### src/rtl/mole_gen.sv
// Whack-a-mole game controller: scores hits, counts rounds and emits LFSR-driven mole positions.
// Optional macro NO_REPEAT_EN rotates the column so consecutive moles never share a position.
module mole_gen #(
  parameter logic [15:0] LFSR_SEED  = 16'hACE1,
  parameter int          WIN_SCORE  = 10,
  parameter int          MAX_ROUNDS = 20,
  parameter int          SCORE_W    = 5,
  parameter int          RND_W      = 5
) (
  input  logic               clk_half,
  input  logic               rst,
  input  logic               start,
  input  logic               hit,
  output logic [1:0]         state,
  output logic [2:0]         rowran,
  output logic [2:0]         colran,
  output logic [SCORE_W-1:0] score,
  output logic [RND_W-1:0]   round
);

  typedef enum logic [1:0] {
    IDLE = 2'b00,
    PLAY = 2'b01,
    WIN  = 2'b10,
    LOSE = 2'b11
  } state_t;

  localparam logic [SCORE_W-1:0] WIN_S   = SCORE_W'(WIN_SCORE);
  localparam logic [SCORE_W-1:0] ONE_S   = SCORE_W'(1);
  localparam logic [RND_W-1:0]   RND_MAX = RND_W'(MAX_ROUNDS);
  localparam logic [RND_W-1:0]   ONE_R   = RND_W'(1);

  state_t             st;
  logic [15:0]        lfsr;
  logic [15:0]        lfsr_n;
  logic [2:0]         row_n;
  logic [2:0]         col_n;
  logic [SCORE_W-1:0] s_n;
  logic               win_hit;

  assign state = st;

  always_comb begin
    lfsr_n = {1'b0, lfsr[15:1]};
    if (lfsr[0]) lfsr_n = lfsr_n ^ 16'hB400;
  end

  // Mole position from the next LFSR value; the column rotation only exists in the no-repeat build
  always_comb begin
    row_n = {1'b0, lfsr_n[1:0]} + 3'd2;
    col_n = {1'b0, lfsr_n[3:2]} + 3'd2;
`ifdef NO_REPEAT_EN
    if (st == PLAY && row_n == rowran && col_n == colran)
      col_n = {1'b0, lfsr_n[3:2] + 2'd1} + 3'd2;
`endif
  end

  always_comb begin
    s_n = score;
    if (hit && !(&score)) s_n = score + ONE_S;
    win_hit = (s_n >= WIN_S);
  end

  // Win is tested before the round limit so a winning hit on the last mole is a WIN
  always_ff @(posedge clk_half) begin
    if (rst) begin
      st     <= IDLE;
      rowran <= '0;
      colran <= '0;
      score  <= '0;
      round  <= '0;
      lfsr   <= LFSR_SEED;
    end else begin
      lfsr <= lfsr_n;
      case (st)
        IDLE: begin
          rowran <= '0;
          colran <= '0;
          score  <= '0;
          round  <= '0;
          if (start) begin
            st     <= PLAY;
            round  <= ONE_R;
            rowran <= row_n;
            colran <= col_n;
          end
        end
        PLAY: begin
          score <= s_n;
          if (win_hit) begin
            st     <= WIN;
            rowran <= '0;
            colran <= '0;
          end else if (round == RND_MAX) begin
            st     <= LOSE;
            rowran <= '0;
            colran <= '0;
          end else begin
            round  <= round + ONE_R;
            rowran <= row_n;
            colran <= col_n;
          end
        end
        WIN, LOSE: begin
          if (start) begin
            st    <= IDLE;
            score <= '0;
            round <= '0;
          end
        end
        default: begin
          st     <= IDLE;
          rowran <= '0;
          colran <= '0;
          score  <= '0;
          round  <= '0;
        end
      endcase
    end
  end

endmodule
### config.mk
export PLATFORM = sky130hd
export DESIGN_NAME = mole_gen
export DESIGN_NICKNAME = d
export VERILOG_FILES = /design/src/rtl/mole_gen.sv
export SDC_FILE = /design/constraint.sdc
export NUM_CORES = 1
export LEC_CHECK = 0
export ABC_CLOCK_PERIOD_IN_PS = 2300
export CAP_MARGIN = 20
export CORE_ASPECT_RATIO = 1.4
export CORE_MARGIN = 1
export CORE_UTILIZATION = 33
export CTS_BUF_LIST = sky130_fd_sc_hd__clkbuf_4
export DETAILED_ROUTE_END_ITERATION = 8
export GPL_TIMING_DRIVEN = 0
export HOLD_SLACK_MARGIN = 0.02
export PLACE_DENSITY = 0.57
export SYNTH_ARGS = -nofsm -noshare
export SYNTH_HDL_FRONTEND = slang
export SYNTH_SLANG_ARGS = --single-unit
### constraint.sdc
create_clock -name clk_half -period 2.3 [get_ports clk_half]
set_input_delay 0.46 -clock clk_half [delete_from_list [all_inputs] [get_ports clk_half]]
set_output_delay 0.46 -clock clk_half [all_outputs]
set_load 0.05 [all_outputs]
---- Word-level counts from Yosys, hierarchy flattened ----
Index checks and enable logic that the tools add are counted.
word-level totals
  register bits after elaboration ......... 34
operators by class
  add/sub/neg operators ................... 4
  magnitude comparators ................... 1
  equal/unequal tests ..................... 9
  muxes and demuxes ....................... 21
  bitwise operators ....................... 1
  reductions and logical operators ........ 8
operators with widths
  cell                                                                   count
  5-bit one-hot mux with 3 select lines                                  2
  5-bit two-way mux                                                      4
  3-bit two-way mux                                                      6
  16-bit two-way mux                                                     1
  3-bit one-hot mux with 2 select lines                                  2
  5-bit by 1-bit adder with 5-bit output, second input constant          2
  2-bit two-way mux                                                      4
  2-bit != test, second input constant                                   4
  2-bit by 2-bit adder with 3-bit output, second input constant          2
  2-bit one-hot mux with 3 select lines                                  1
  3-bit AND reduction                                                    2
  5-bit equality test, second input constant                             1
  5-bit by 4-bit >= comparator with 1-bit output, second input constant  1
  5-bit AND reduction                                                    1
  2-bit equality test, second input constant                             2
  3-bit NOT with 4-bit output                                            1
  3-bit != test, second input constant                                   1
  2-bit by 1-bit equality test with 1-bit output, second input constant  1
  2-bit logical NOT                                                      1
  2-bit nonzero test                                                     1
  2-bit OR reduction                                                     1
  1-bit logical AND                                                      1
  1-bit logical NOT                                                      1
  1-bit two-way mux                                                      1

---- Depth between registers and ports, before layout ----
Gate-level depths: netlist (run 1).
  depth in word-level cells ............... 7
  gate-level depth with buffers ........... 11

---- Least setup slack after synthesis (run 1) ----
OpenSTA, ideal clock, no wires.
  path type ............................... register to register
  start point ............................. reg score[0]
  end point ............................... reg colran[1]
  setup time .............................. 0.083 ns
  arrival ................................. 2.614 ns
  setup slack ............................. -0.397 ns
  cell stages (with the launch flop) ...... 12
  buffers on the path ..................... 2
  clock period less this slack ............ 2.697 ns
  cells stage by stage .................... dfxtp_1 ha_1 and3_2 ha_1 nor2b_1 buf_6 mux2i_1 a21o_1 nand2_2 or3_1 buf_6 o31ai_4
on the way
  word-level cells in the longest chain between the ends .. 7
ends and longest elaborated chain
  item                                                                                            RTL line  RTL
  start: declaration                                                                              17        output logic [SCORE_W-1:0] score,
  start signal: assignment                                                                        89        score <= s_n;
  parallel branches: the longest is 3 deep, another holds 5-bit by 1-bit adder with 5-bit output  --
  5-bit two-way mux *                                                                             60        if (hit && !(&score)) s_n = score + ONE_S;
  5-bit by 4-bit >= comparator with 1-bit output *                                                61        win_hit = (s_n >= WIN_S);
  3-bit two-way mux *                                                                             90        if (win_hit) begin
  3-bit one-hot mux with 2 select lines *                                                         75        case (st)
  end signal: assignment                                                                          85        colran <= col_n;
  end signal: assignment                                                                          101       colran <= col_n;
  end: declaration                                                                                16        output logic [2:0] colran,
Mark *: on every way between the ends.
A chain may end at the register's enable or synchronous reset.

---- Worst setup path in the final report (run 1) ----
  start point ............................. reg score[1]
  end point ............................... reg colran[1]
The elaborated chain is that of the path after synthesis.

==> results by group, run 1 <==
Status
  – Status: finished with violations
  – Failing checks: DRC

Power
  – Reg power frac: 0.579
  – P per Cell Area: between 500 and 600 mW/mm²
  – Internal cell power: about 790 µW
  – Power, Total: 1090 µW
  – Switching share of power: 0.279
  – P_sw: 304 µW
  – Leakage: 0.000708 µW
  – Comb power frac: 0.126
  – Peak VDD IR: 0.000340 V
  – Power share of the clock group: 0.295

GRT
  – Initial antenna violation count: 0
  – First-pass GRT wire length: about 5200 µm
  – GR Overflow Total: 0
  – GRT Util Overall: 0.149
  – Vias in the first global route: 1174
  – Pin count of the biggest net entering global routing: 12

Timing
  – Post-route minimum period: 2280 ps
  – Max Clk Rate: 439 MHz
  – Setup violators final: 0
  – Fin crit share: 0.989
  – Max transition margin: 0.633
  – Total Neg Setup Slack: 0 ps
  – RSZ-0062 raised after global routing: yes
  – Final-report max-slew violation count: 0
  – Final hold vios: 0
  – Tightest Pin Transition: approximately 550 ps
  – Post-Route Skew: 13.0 ps

Drt
  – Post-route DRC: 2
  – Iteration-0 DRC Markers: 59
  – Detailed-route vias per instance: 5.29
  – Routed len/inst: approximately 14 µm
  – Final Routed Wirelength: around 3200 µm
  – ANT nets after route: 0
  – Via count: 1200
  – Drt pass-1 iters: 6

Worst setup path
  – Worst setup endpoint: colran[1]
  – R2r startpoint: score[1]
  – R2R depth: 9
  – Crit Path Max Fanout: 7
  – Critical Path Source Type: flop
  – Worst-path cell chain: ha_4 -> and3_4 -> ha_4 -> nand2b_1 -> o21a_1 -> o221ai_2 -> nand2_2 -> or3_4 -> o31ai_4
  – Largest delay contributor family on the critical path: simple AND/OR/NAND/NOR gates
  – Buf/Inv on CP: 0
  – Req. time, crit path: roughly 2600 ps
  – Critical setup path kind: flop to flop
  – Crit. Startpoint: score[1]
  – Crit Reg-Reg Endpoint: colran[1]
  – Slowest cell on crit path: or3_4
  – Stages on the worst setup path: 9
  – Crit end category: flop
  – Crit path top cell by count: ha_4
  – R2R setup slack: around 24 ps
  – Worst path arrival time: 2530 ps
  – Slowest Stage Delay on Critical Path: 420 ps

Synthesis
  – Synth warnings: 0
  – Register bit total from synthesis: 34
  – Syn_area_per_cell: 9.60 µm²
  – Mapped Area: 0.00142 mm²
  – Post-Syn Instances: 148
  – Register area share after synthesis: 0.479
  – Syn Nets: ~160
  – Count of cell types in the netlist: 37

Finish
  – Layout cells sized above 1: 0.234
  – FILL cells: 413
  – Total Nets Final: 191
  – Layout area overhead: 31.5%
  – Ant diodes: 0
  – Non-Filler Instances: 227
  – Fin util: 0.464
  – Final Cell Area: 0.00187 mm²

Floorplanning
  – Ports: 22
  – Die Span Y: 79.6 µm
  – DIE WIDTH: between 50 and 60 µm
  – Rows: 27
  – Core Box Area: 0.00402 mm²
  – Initial Util: 0.353
  – Die ar.: 0.00457 mm²

Placed design
  – GPL Wtd Cong: 0.828
  – Final HPWL DP: 2180 µm
  – Placed cells: 211
  – I/O Buffers: 20
  – Area after DPL: 0.00172 mm²

Run
  – Max-Cap Viols: 0

Clock tree
  – H-tree levels: 2
  – CTS tree: yes
  – Hold buffer count at CTS: 0
  – Worst skew pair latency: 340 ps
  – Clk buf depth: 2
  – Clock sinks: 34
  – CTS Buf Count: 5
  – Root Driver: clkbuf_4
  – Reg clk slew, reported paths: 110 ps

Hold path
  – Min-Delay Path Class: flop to flop
-- routing by layer --
| layer | vias to the layer above | share of wire | wire length (µm) | track usage |
|---|---|---|---|---|
| li1 | 582 | - | - | - |
| met1 | 569 | 0.41 | 1320 | 0.151 |
| met5 | - | 0 | 0 | 0 |
| met4 | 0 | 0.026 | 82 | 0.0780 |
| met3 | 14 | 0.043 | 138 | 0.0470 |
| met2 | 35 | 0.52 | 1640 | 0.266 |
-- how the worst min path moves through the flow --
stage	start	end	depth (start not counted)
6_report	lfsr[8]	lfsr[7]	1
4_1_cts	lfsr[12]	lfsr[11]	1
3_3_place_gp	lfsr[6]	lfsr[5]	1
3_5_place_dp	lfsr[7]	lfsr[6]	1
5_1_grt	lfsr[8]	lfsr[7]	1
2_1_floorplan	lfsr[6]	lfsr[5]	1
-- area by class of cell --
type                            count  area [µm²]  area share
Multi-Input combinational cell     99         741       0.397
Sequential cell                    34         691       0.370
Timing Repair Buffer               29         268       0.143
Tap cell                           43        53.8      0.0288
Clock buffer                        5        37.5      0.0201
Buffer                              7        33.8      0.0181
Inverter                            7        26.3      0.0141
Clock inverter                      3        16.3     0.00871
-- power groups by stage --
stage	registers (µW)	logic (µW)	clock network [µW]
floorplan	673	66.2	0
global placement	645	132	0
detailed placement	645	133	0
CTS	631	137	331
global route	634	149	356
finish	631	138	322
-- placed cells by master (no fill, tap or decap), drive strengths merged --
master,n
a2111oi,1
a21o,3
a21oi,7
a32oi,1
a41oi,1
and3,1
buf,10
clkbuf,11
clkdlybuf4s50,20
clkinv,2
clkinvlp,1
dfxtp,34
ha,4
inv,7
mux2,1
mux2i,2
nand2,10
nand2b,10
nand3,5
nand3b,2
nand4,1
nand4b,1
nor2,11
nor2b,7
nor3,2
o211ai,3
o21a,1
o21ai,3
o221ai,2
o22ai,4
o31ai,3
o32ai,1
or2,6
or3,1
or4,2
xnor2,3
-- flip-flops by register name (all words and copies together), names as in the netlist --
signal / flops
colran: 3
rowran: 3
state: 2
lfsr: 16
round: 5
score: 5
-- Yosys cell counts (all sizes together) --
cell     instances  area [µm²]
a2111oi          1        8.76
a21o             3        22.5
a21oi            7        35.0
a32oi            1        8.76
a41oi            1        8.76
and3             1        7.51
buf              2        22.5
clkbuf           6        22.5
dfxtp           34         681
ha               4        50.1
inv              7        26.3
mux2             1        11.3
mux2i            2        20.0
nand2           10        40.0
nand2b          10        62.6
nand3            5        30.0
nand3b           2        15.0
nand4            1        6.26
nand4b           1        8.76
nor2            11        41.3
nor2b            7        43.8
nor3             2        10.0
o211ai           3        22.5
o21a             1        7.51
o21ai            3        15.0
o221ai           2        23.8
o22ai            4        25.0
o31ai            3        50.1
o32ai            1        8.76
or2              6        37.5
or3              1        6.26
or4              2        15.0
xnor2            3        26.3
-- kinds of logic (layout without fill, tap and decap cells) --
group / after synthesis / count (layout) / share of synthesized area
buf+inv: 15 / 51 / 0.0502
fa+ha+maj: 4 / 4 / 0.0352
simple gates: 59 / 59 / 0.228
mux: 3 / 3 / 0.0220
compound gates: 30 / 30 / 0.167
flops: 34 / 34 / 0.479
xor+xnor: 3 / 3 / 0.0185
-- per-stage QoR --
step | hold WS (ps) | setup slack, ps
after detailed placement | 402 | -223
after global routing | 436 | -48.7
final | 412 | 24.2
after floorplan | 389 | -27.4
after CTS | 427 | 3.25
after global placement | 404 | -200
-- timing repair --
item                                    in CTS  in global routing
setup buffers                                6                  3
pin swaps                                    4                  4
gates cloned                                 0                  0
gates resized for setup                      4                  4
endpoints found under the setup margin      10                 11
(Power assumes the default switching activity.)
==> run 2: changes to the inputs <==
--- a/config.mk
+++ b/config.mk
@@ -8,13 +8,13 @@
 export ABC_CLOCK_PERIOD_IN_PS = 2300
 export CAP_MARGIN = 20
 export CORE_ASPECT_RATIO = 1.4
-export CORE_MARGIN = 1
+export CORE_MARGIN = 2
 export CORE_UTILIZATION = 33
 export CTS_BUF_LIST = sky130_fd_sc_hd__clkbuf_4
 export DETAILED_ROUTE_END_ITERATION = 8
 export GPL_TIMING_DRIVEN = 0
 export HOLD_SLACK_MARGIN = 0.02
-export PLACE_DENSITY = 0.57
+export PLACE_DENSITY_LB_ADDON = 0.15
 export SYNTH_ARGS = -nofsm -noshare
 export SYNTH_HDL_FRONTEND = slang
 export SYNTH_SLANG_ARGS = --single-unit
==> run 2 against run 1 <==
Combinational power about the same; hold slack gained 17 ps; the flow now finishes without violations; first-iteration DRC count fell by 12%; clock-buffer cell count stayed put; critical path type unchanged; fmax increased by 0.89%; die area up 6.1%; non-clock buffer count up 1; register-to-register slack improved by 20 ps; wire length fell by 2.9%; cell area is 2.5% higher; cell count is 1.3% higher; setup slack gained 20 ps.
==> results by group, run 2 (synthesis gave the netlist of run 1 again) <==
Status
  – Status: finished clean

Timing
  – Final hold vios: 0 (unchanged)
  – Final-report max-slew violation count: 0 (unchanged)
  – Post-Route Skew: 5.52 ps (-7.44 ps)
  – Post-route minimum period: 2260 ps (-20.1 ps)
  – Final WS setup: 44.3 ps (+20.1 ps)
  – Hold slack: 430 ps (+17.4 ps)
  – Setup violators final: 0 (unchanged)
  – Fin crit share: 0.981 (-0.00876)
  – Max transition margin: 0.646 (+0.0136)
  – Tightest Pin Transition: 530 ps (-20.4 ps)
  – Max Clk Rate: 443 MHz (+0.89%)
  – Total Neg Setup Slack: 0 ps (unchanged)
  – RSZ-0062 raised after global routing: yes

Run
  – Max-Cap Viols: 0 (unchanged)

Worst setup path
  – Slowest Stage Delay on Critical Path: 410 ps (about the same)
  – Critical setup path kind: flop to flop
  – Req. time, crit path: 2560 ps (about the same)
  – Worst-path cell chain: ha_4 -> and3_4 -> ha_4 -> nor2b_4 -> buf_6 -> mux2i_4 -> a21o_1 -> nand2_2 -> or3_4 -> o31ai_4
  – Crit end category: flop
  – Crit Path Max Fanout: 7 (unchanged)
  – Crit path top cell by count: ha_4
  – Worst path arrival time: 2510 ps (-20 ps)
  – Critical Path Source Type: flop
  – Slowest cell on crit path: or3_4

GRT
  – GRT Util Overall: 0.142 (-0.00699)
  – GR Overflow Total: 0 (unchanged)
  – Initial antenna violation count: 0 (unchanged)
  – Pin count of the biggest net entering global routing: 12 (unchanged)
  – Vias in the first global route: 1176 (+0.17%)
  – First-pass GRT wire length: 5210 µm (+0.54%)

Floorplanning
  – Die ar.: 0.00485 mm² (+6.1%)
  – DIE WIDTH: 59.4 µm (+3.5%)
  – Ports: 22 (unchanged)
  – Core Box Area: 0.00417 mm² (+3.7%)
  – Rows: 28 (+3.7%)
  – Die Span Y: 81.6 µm (+2.5%)
  – Initial Util: 0.341 (-0.0126)

Clock tree
  – Reg clk slew, reported paths: 100 ps (about the same)
  – Clock sinks: 34 (unchanged)
  – Hold buffer count at CTS: 0 (unchanged)
  – H-tree levels: 2 (unchanged)
  – Worst skew pair latency: 330 ps (about the same)
  – Root Driver: clkbuf_4
  – CTS Buf Count: 5 (unchanged)
  – CTS tree: yes
  – Clk buf depth: 2 (unchanged)

Drt
  – Via count: 1164 (-3.0%)
  – Iteration-0 DRC Markers: 52 (-12%)
  – Post-route DRC: 0 (-2)
  – Detailed-route vias per instance: 5.06 (-4.3%)
  – ANT nets after route: 0 (unchanged)
  – Drt pass-1 iters: 4 (-2)
  – Routed len/inst: 13.4 µm (-4.2%)
  – Final Routed Wirelength: 3090 µm (-2.9%)

Finish
  – Commonest cells after routing, fill and taps aside: dfxtp_1, clkdlybuf4s50_1, nor2_1
  – Largest regs: lfsr x16, round x5, score x5
  – Flip-flop count of the largest register after layout: 16 (unchanged)
  – Layout area overhead: 34.7%
  – FILL cells: 409 (-0.97%)
  – Top reg by flops: lfsr
  – Most common cell after layout, fill and taps aside: dfxtp_1
  – Layout cells sized above 1: 0.265 (+0.0312)
  – Final Cell Area: 0.00191 mm² (+2.5%)
  – Non-Filler Instances: 230 (+1.3%)
  – Ant diodes: 0 (unchanged)
  – Total Nets Final: 192 (+0.52%)

Placed design
  – Pre-CTS setup slack: -235 ps (-11.8 ps)
  – GPL Wtd Cong: 0.841 (+1.5%)
  – Area after DPL: 0.00172 mm² (+0.15%)
  – Placed cells: 213 (+0.95%)
  – I/O Buffers: 20 (unchanged)
  – Final HPWL DP: 2250 µm (+3.0%)

Power
  – Leakage: 0.000724 µW (+2.1%)
  – P per Cell Area: 564 mW/mm² (-3.3%)
  – Peak VDD IR: 0.000388 V (+14%)

Hold path
  – Min-Delay Path Class: flop to flop
[run 2: repair_timing]
item,4_1_cts,5_1_grt
endpoints found under the setup margin,10,10
resized for setup,3,11
buffers inserted,7,3
pin swaps,4,3
[run 2: worst paths after layout]
path	endpoint	slack, ps	cells past startpoint	start
max reg2reg	rowran[1]	40	10	score[1]
max	rowran[1]	40	10	score[1]
min	lfsr[5]	430	1	lfsr[6]
min reg2reg	lfsr[5]	430	1	lfsr[6]
[run 2: layer usage]
layer / global-route usage / part of all wire / vias to the layer above / wire (µm)
met3: 0.0346 / 0.028 / 7 / 88
met5: 0 / 0 / - / 0
met4: 0.0773 / 0.020 / 0 / 61
met1: 0.154 / 0.42 / 553 / 1290
li1: - / - / 585 / -
met2: 0.247 / 0.54 / 19 / 1650
[run 2: cell type report]
class | instances | area [µm²] | area share
Timing Repair Buffer | 30 | 275 | 0.144
Clock inverter | 3 | 16.3 | 0.00850
Tap cell | 45 | 56.3 | 0.0294
Multi-Input combinational cell | 99 | 777 | 0.406
Sequential cell | 34 | 691 | 0.361
Inverter | 7 | 26.3 | 0.0137
Buffer | 7 | 33.8 | 0.0177
Clock buffer | 5 | 37.5 | 0.0196
[run 2: power by group]
part           switching (µW)  internal (µW)
combinational            81.5           59.1
clock                     195            114
sequential               15.9            615
total                     292            788
[run 2: stage by stage]
step	total power, µW	utilization
after floorplan	739	-
after detailed placement	780	0.412
after global placement	777	0.412
after global routing	1130	0.459
final	1080	0.459
after CTS	1100	0.442
[run 2: worst max-delay path, delay by kind of cell (launching register included)]
kind | cells | cell delay [ps]
adder cells (fa/ha/maj) | 2 | 320
multiplexers | 1 | 220
AO/OA/AOI/OAI | 2 | 370
AND/OR/NAND/NOR | 4 | 760
buffers and inverters | 1 | 130
flip-flops | 1 | 360
==> run 3: changes to the inputs <==
--- a/config.mk
+++ b/config.mk
@@ -9,7 +9,7 @@
 export CAP_MARGIN = 20
 export CORE_ASPECT_RATIO = 1.4
 export CORE_MARGIN = 2
-export CORE_UTILIZATION = 33
+export CORE_UTILIZATION = 43
 export CTS_BUF_LIST = sky130_fd_sc_hd__clkbuf_4
 export DETAILED_ROUTE_END_ITERATION = 8
 export GPL_TIMING_DRIVEN = 0
==> run 3 against run 2 <==
Global-route usage is 4.4 points higher; first-iteration DRC count is 56% lower; setup slack better by 7.7 ps; utilization is 15 points higher; flip-flop and latch count stayed put; via count is 0.26% lower; cell area is 1.3% lower; combinational power hardly changed.
==> results by group, run 3 (synthesis gave the netlist of run 1 again) <==
Status
  – Status: finished clean

Timing
  – RSZ-0062 raised after global routing: yes
  – Final-report max-slew violation count: 0 (unchanged)
  – Tightest Pin Transition: 551 ps (+20.9 ps)
  – Fin crit share: 0.977 (-0.00334)
  – Post-Route Skew: 15.0 ps (+9.48 ps)
  – Setup violators final: 0 (unchanged)
  – Total Neg Setup Slack: 0 ps (unchanged)
  – Max Clk Rate: 445 MHz (+0.34%)
  – Final hold vios: 0 (unchanged)
  – Post-route minimum period: 2250 ps (-7.67 ps)
  – Max transition margin: 0.632 (-0.0140)

Clock tree
  – Clk buf depth: 2 (unchanged)
  – Worst skew pair latency: 340 ps (about the same)
  – Root Driver: clkbuf_4
  – H-tree levels: 2 (unchanged)
  – CTS tree: yes
  – Hold buffer count at CTS: 0 (unchanged)
  – Reg clk slew, reported paths: 110 ps (about the same)
  – Clock sinks: 34 (unchanged)
  – CTS Buf Count: 5 (unchanged)

Finish
  – Commonest cells after routing, fill and taps aside: dfxtp_1, clkdlybuf4s50_1, nor2_1
  – Total Nets Final: 190 (-1.0%)
  – Multi-input logic area: 751 µm² (-3.4%)
  – Flip-flop count of the largest register after layout: 16 (unchanged)
  – Layout cells sized above 1: 0.240 (-0.0244)
  – Non-Filler Instances: 222 (-3.5%)
  – FILL cells: 287 (-30%)
  – Seq. cell area: 691 µm² (unchanged)
  – Final Cell Area: 0.00189 mm² (-1.3%)
  – Top reg by flops: lfsr
  – Largest regs: lfsr x16, round x5, score x5
  – Layout area overhead: 33.0%
  – Most common cell after layout, fill and taps aside: dfxtp_1
  – Ant diodes: 0 (unchanged)

Floorplanning
  – Die ar.: 0.00378 mm² (-22%)
  – Initial Util: 0.455 (+0.114)
  – Ports: 22 (unchanged)
  – DIE WIDTH: 52.6 µm (-12%)
  – Die Span Y: 72.0 µm (-12%)
  – Rows: 24 (-14%)
  – Core Box Area: 0.00312 mm² (-25%)

Power
  – P per Cell Area: 634 mW/mm² (+12%)
  – Internal cell power: 898 µW (+14%)
  – P_sw: 299 µW (+2.1%)
  – Comb power frac: 0.117 (-0.013)
  – Switching share of power: 0.249 (-0.0213)
  – Leakage: 0.000724 µW (about the same)
  – Peak VDD IR: 0.000582 V (+50%)
  – Reg power frac: 0.526 (-0.058)
  – Power share of the clock group: 0.357 (+0.071)

GRT
  – Vias in the first global route: 1176 (unchanged)
  – First-pass GRT wire length: 5160 µm (-0.92%)
  – GRT Util Overall: 0.186 (+0.0443)
  – GR Overflow Total: 0 (unchanged)
  – Initial antenna violation count: 0 (unchanged)
  – Pin count of the biggest net entering global routing: 12 (unchanged)

Worst setup path
  – Worst path arrival time: 2540 ps (+30 ps)
  – Critical setup path kind: flop to flop
  – Crit Path Max Fanout: 5 (-2)
  – R2R depth: 10 (unchanged)
  – Req. time, crit path: 2590 ps (+30 ps)
  – Crit end category: flop
  – Critical Path Source Type: flop

Hold path
  – Min-Delay Path Class: flop to flop
  – WHS Path Cells: 1 (unchanged)

Drt
  – Iteration-0 DRC Markers: 23 (-56%)
  – ANT nets after route: 0 (unchanged)
  – Detailed-route vias per instance: 5.23 (+3.3%)
  – Via count: 1161 (-0.26%)
  – Drt pass-1 iters: 4 (unchanged)
  – Post-route DRC: 0 (unchanged)
  – Final Routed Wirelength: 3120 µm (+0.78%)
  – Routed len/inst: 14.0 µm (+4.4%)

Placed design
  – Placed cells: 207 (-2.8%)
  – Final HPWL DP: 2140 µm (-4.8%)
  – Area after DPL: 0.00171 mm² (-0.44%)
  – I/O Buffers: 20 (unchanged)
  – GPL Wtd Cong: 0.791 (-5.9%)

Run
  – Max-Cap Viols: 0 (unchanged)
[run 3: repair_timing]
action                                  4_1_cts  5_1_grt
pin swaps                                     5        4
buffers inserted                              5        3
endpoints found under the setup margin       10       10
gates resized for setup                       5        4
[run 3: per-layer routing]
layer	up-vias	GRT usage	wire, µm
li1	583	-	-
met1	557	0.198	1260
met2	16	0.321	1700
met3	5	0.0576	103
met4	0	0.0969	49
met5	-	0	0
[run 3: per-stage QoR]
step                total power [µW]  worst slack (ps)   util  hold WS (ps)
finish                          1200              52.0  0.605           427
global route                    1250             -48.7  0.605           448
CTS                             1210             -11.3  0.591           430
detailed placement               778              -273  0.548           397
global placement                 776              -179  0.548           399
floorplan                        739             -27.4      -           389
[run 3: power by group through the flow]
stage               Clock [µW]  Combinational, µW  Sequential [µW]
floorplan                    0               66.2              673
global placement             0                132              644
detailed placement           0                134              644
CTS                        441                138              630
global route               467                151              633
finish                     427                140              630
[run 3: layout make-up]
cell class                 count  area share
buffer                         7      0.0179
clock buffer                   5      0.0199
clock inverter                 3      0.0212
inverter                       7      0.0139
multi-input combinational     99       0.398
sequential                    34       0.366
tap                           39      0.0258
timing repair buffer          28       0.138
[run 3: path summary, 6_finish.rpt]
kind                            startpoint       end  slack (ps)
worst max-delay path              score[1]  round[4]          50
worst min-delay path               lfsr[6]   lfsr[5]         430
worst max register to register    score[1]  round[4]          50
worst min register to register     lfsr[6]   lfsr[5]         430
[run 3: worst max-delay path, cell delays in order, from the launching register on]
cell and delay [ps]:
dfxtp_4 370, ha_4 160, and3_4 180, ha_4 160, nor2b_4 100, buf_6 130, mux2i_4 220, a21o_1 170
nand3_2 120, or4_1 500, nand2_1 80
